[config.mk]
export PLATFORM = sky130hd
export DESIGN_NAME = register_file
export DESIGN_NICKNAME = d
export VERILOG_FILES = /design/src/rtl/register_file.sv
export SDC_FILE = /design/constraint.sdc
export NUM_CORES = 1
export LEC_CHECK = 0
export BUFFER_PORTS_ARGS = -buffer_cell sky130_fd_sc_hd__buf_2
export CAP_MARGIN = 20
export CORE_MARGIN = 4
export CORE_UTILIZATION = 54
export CTS_BUF_LIST = sky130_fd_sc_hd__clkbuf_4 sky130_fd_sc_hd__clkbuf_8 sky130_fd_sc_hd__clkbuf_16
export CTS_CLUSTER_DIAMETER = 100
export DETAILED_ROUTE_END_ITERATION = 12
export PLACE_DENSITY = 0.78
export SKIP_LAST_GASP = 1
export SYNTH_ARGS = -nofsm -noshare
export SYNTH_HDL_FRONTEND = slang
export SYNTH_SLANG_ARGS = --single-unit
[constraint.sdc]
create_clock -name clk -period 3.25 [get_ports clk]
set_clock_uncertainty 0.15 [all_clocks]
set_input_delay 0.1625 -clock clk [delete_from_list [all_inputs] [get_ports clk]]
set_output_delay 0.1625 -clock clk [all_outputs]
set_load 0.05 [all_outputs]
[src/rtl/register_file.sv]
// Byte-addressable register file with paired 2*DATASIZE load/increment/decrement operations.
// Optional macro REGFILE_BYPASS_EN forwards next-edge write values to every read port.
module register_file #(
   parameter int DATASIZE = 8,
   parameter int REGCOUNT = 8,
   parameter int ADDRSIZE = 3
) (
   input  logic                    clk,
   input  logic                    rst,
   input  logic                    wr_enb,
   input  logic [ADDRSIZE-1:0]     wr_addr,
   input  logic [DATASIZE-1:0]     wr_data,
   input  logic                    pr_enb,
   input  logic [ADDRSIZE-2:0]     pr_addr,
   input  logic [1:0]              pr_op,
   input  logic [2*DATASIZE-1:0]   pr_data,
   input  logic [ADDRSIZE-1:0]     rd_addr_a,
   input  logic [ADDRSIZE-1:0]     rd_addr_b,
   output logic [DATASIZE-1:0]     rd_data_a,
   output logic [DATASIZE-1:0]     rd_data_b,
   input  logic [ADDRSIZE-2:0]     rp_addr,
   output logic [2*DATASIZE-1:0]   rp_data
);

   localparam int PAIRSIZE = 2 * DATASIZE;

   typedef enum logic [1:0] {
      OP_LOAD = 2'b00,
      OP_INC  = 2'b01,
      OP_DEC  = 2'b10,
      OP_HOLD = 2'b11
   } pair_op_e;

   logic [DATASIZE-1:0] r_regs [REGCOUNT];
   logic [DATASIZE-1:0] w_next [REGCOUNT];
   logic [DATASIZE-1:0] w_view [REGCOUNT];

   logic [ADDRSIZE-1:0] w_pr_hi_idx;
   logic [ADDRSIZE-1:0] w_pr_lo_idx;
   logic [ADDRSIZE-1:0] w_rp_hi_idx;
   logic [ADDRSIZE-1:0] w_rp_lo_idx;
   logic [PAIRSIZE-1:0] w_pair_cur;
   logic [PAIRSIZE-1:0] w_pair_new;
   pair_op_e            w_op;

   // Pair p occupies reg[2p] (high byte) and reg[2p+1] (low byte).
   assign w_pr_hi_idx = {pr_addr, 1'b0};
   assign w_pr_lo_idx = {pr_addr, 1'b1};
   assign w_rp_hi_idx = {rp_addr, 1'b0};
   assign w_rp_lo_idx = {rp_addr, 1'b1};
   assign w_op        = pair_op_e'(pr_op);
   assign w_pair_cur  = {r_regs[w_pr_hi_idx], r_regs[w_pr_lo_idx]};

   // Full-width add/subtract carries/borrows across both bytes in one cycle.
   always_comb begin
      // NOTE: default assigned first so every path drives the signal and no latch is inferred.
      w_pair_new = w_pair_cur;
      case (w_op)
         OP_LOAD: w_pair_new = pr_data;
         OP_INC:  w_pair_new = w_pair_cur + PAIRSIZE'(1);
         OP_DEC:  w_pair_new = w_pair_cur - PAIRSIZE'(1);
         OP_HOLD: w_pair_new = w_pair_cur;
         default: w_pair_new = w_pair_cur;
      endcase
   end

   // Pair update is applied after the byte write so it wins on a shared register.
   always_comb begin
      w_next = r_regs;
      if (wr_enb) begin
         w_next[wr_addr] = wr_data;
      end
      if (pr_enb) begin
         w_next[w_pr_hi_idx] = w_pair_new[PAIRSIZE-1:DATASIZE];
         w_next[w_pr_lo_idx] = w_pair_new[DATASIZE-1:0];
      end
   end

   always_ff @(posedge clk) begin
      if (rst) begin
         // NOTE: storage is a flop array, so every entry is cleared; this would not map onto a RAM macro.
         for (int i = 0; i < REGCOUNT; i++) begin
            r_regs[i] <= '0;
         end
      end else begin
         r_regs <= w_next;
      end
   end

   always_comb begin
`ifdef REGFILE_BYPASS_EN
      for (int i = 0; i < REGCOUNT; i++) begin
         w_view[i] = rst ? '0 : w_next[i];
      end
`else
      w_view = r_regs;
`endif
   end

   assign rd_data_a = w_view[rd_addr_a];
   assign rd_data_b = w_view[rd_addr_b];
   assign rp_data   = {w_view[w_rp_hi_idx], w_view[w_rp_lo_idx]};

endmodule

==> flow_summary.toml <==
[die]
die_y_um = 114
dieArea_um2 = 12900
die_x_um = 114
io_pins = 75
start_util_pct = 55.3
coreArea_um2 = 10900
num_rows = 38

[run_status]
status = "completed"

[grt]
first_global_vias = 6257
antenna_found_initial = 0
grtUsageTotal_pct = 32.6
grt_remaining_overflow = 0
grt_first_pass_wirelength_um = 32900
grt_max_degree = 56

[worst_setup_path]
crit_type = "reg2reg"
worstSetupEndpointType = "register"
critPathRequiredTime_ns = 3.32
slowest_stage = "mux4_2"
reg2reg_depth = 10
critPathMaxFanout = 5
cp.arrival_ns = 3.19
path_cells = "mux4_2 > ha_1 > a211o_1 > a21o_1 > nor4_1 > buf_4 > o21ai_0 > a211oi_1 > buf_4 > a211oi_1"
startpoint_type = "register"
critical_path.max_stage_delay_ns = 0.54

[yosys]
synth_cells = 620
synth_area_per_cell_um2 = 9.71
syn_area_um2 = 6020
ys_ff_latch = 64
yosysWarningCount = 0
synth_top_flop_cell = "dfxtp_1"
yosysSeqAreaShare_pct = 21.3
yosysUniqueCellTypes = 64
ys_async_sr_fraction_pct = 0
synth-edff-count = 0
syn_nets = 681

[power_and_ir_drop]
pwr_density_cell_nw_per_um2 = 371
p_leak_nw = 3.01
vdd_drop_max_mv = 0.298

[final_layout]
layout_commonest_cell = "a211oi_1"
top_register = "r_regs"
largest_register_ffs = 64
reg_top3 = "r_regs x64"
antenna_cells = 0
nNetsFinal = 783
layout.cells.non_filler = 867
drive_gt1_share_pct = 39.3
synthToLayoutAreaGrowth_pct = 19.0
mostFrequentLayoutCells = "78 x a211oi_1, 74 x buf_2, 74 x buf_4"

[sta]
post-route-min-period_ns = 3.13
slew_violations = 0
worstMarginPinSlew_ns = 0.774
grt_setup_unrepaired = "false"
holdWs_ns = 0.0902
tns_ns = 0
relSlewSlack_pct = 48.1
fmax_mhz = 320
fin_crit_sh_pct = 96.2
hold_violations = 0
final.setup.worst_slack_ns = 0.124
finalSetupViolCount = 0

[route]
first_pass_iters = 5
wirelength_um = 21000
drc = 0
dr.first_iter.drc_count = 733
wire_per_inst_um = 24.2
detail-route-antenna-nets = 0
vias_per_cell = 7.18
vias = 6228

[clocking]
ctsRootBufferMaster = "clkbuf_8"
post_cts_buffers = 0
clock-sinks = 64
cts_resized = 0
clk_latency_ns = 0.37
clkTransAtPathRegs_ns = 0.08
cts_tree = "built"
htree_levels = 3
cts_buffer_depth = 2
cts_hold_buf = 0
cts-buffers-inserted = 9

[place]
portBuffers = 74
dp.cells = 851
post-dp-hpwl_um = 15300
pre_cts_ws_ns = -0.123
place.gp.congestion = 0.982

[job]
maxCapViolCount = 0

[min_path]
holdCritPathClass = "in2reg"
hold_depth = 3
==> cell type report <==
type / instances / area, µm²
Multi-Input combinational cell: 483 / 4490
Tap cell: 140 / 175
Sequential cell: 64 / 1280
Fill cell: 876 / 3720
Inverter: 15 / 56.3
Clock buffer: 11 / 145
Timing Repair Buffer: 149 / 946
Clock inverter: 5 / 80.1
==> kinds of logic (layout without fill, tap and decap cells) <==
logic type               count (synthesis)  after routing  synth area share, %
AO/OA/AOI/OAI                          185            185                 21.8
AND/OR/NAND/NOR                        155            155                 13.5
multiplexers                           120            120                 34.1
buffers and inverters                   73            180                 4.78
flip-flops                              64             64                 21.3
adder cells (fa/ha/maj)                 18             18                 3.86
XOR/XNOR                                 5              5                0.727
==> cell usage after synthesis (8+ instances only) <==
library cell,n,area [µm²]
a21oi_1,31,155
nand3_1,8,40.0
clkbuf_1,44,165
nand2_1,34,128
a211oi_1,78,586
nor3_1,11,55.1
nor2_1,40,150
mux2i_1,16,160
mux4_2,64,1440
buf_1,8,30.0
dfxtp_1,64,1280
mux2_2,40,450
nor2b_1,29,181
inv_1,15,56.3
ha_1,17,213
o21ai_0,18,90.1
==> where the power goes <==
| part | switching, mW | internal (mW) | leakage, nW |
|---|---|---|---|
| logic | 0.562 | 0.408 | 2.37 |
| registers | 0.0659 | 0.834 | 0.524 |
| clock network | 0.332 | 0.460 | 0.109 |
| total | 0.960 | 1.70 | 3.01 |
==> metal layers <==
| metal | track usage (%) | wire, µm | vias to the layer above |
|---|---|---|---|
| li1 | - | - | 2667 |
| met1 | 41.8 | 7970 | 3041 |
| met2 | 51.8 | 9970 | 441 |
| met3 | 6.74 | 2020 | 79 |
| met4 | 17.3 | 1050 | 0 |
| met5 | 0 | 0 | - |
==> critical path, delay by kind of cell (launching register included) <==
kind	cells	cell delay, ns
AO/OA/AOI/OAI	5	0.92
multiplexers	1	0.54
flip-flops	1	0.37
buffers and inverters	2	0.37
adder cells (fa/ha/maj)	1	0.34
AND/OR/NAND/NOR	1	0.30
==> metrics by stage <==
| step | instance area, µm² | total power, mW | util (%) |
|---|---|---|---|
| floorplan | 6020 | 1.55 | - |
| global placement | 6950 | 1.83 | 63.8 |
| detailed placement | 6950 | 1.86 | 63.8 |
| CTS | 7170 | 2.65 | 65.9 |
| global route | 7170 | 2.76 | 65.9 |
| finish | 7170 | 2.66 | 65.9 |
==> path summary, 6_finish.rpt <==
check                                            from                     to  slack, ns
worst max-delay path             r_regs[6]$_SDFF_PP0_  r_regs[46]$_SDFF_PP0_       0.12
worst min-delay path                       wr_data[4]  r_regs[20]$_SDFF_PP0_       0.09
worst max register to register   r_regs[6]$_SDFF_PP0_  r_regs[46]$_SDFF_PP0_       0.12
worst min register to register  r_regs[20]$_SDFF_PP0_  r_regs[20]$_SDFF_PP0_       0.48
Power figures use the tool's default switching activity.
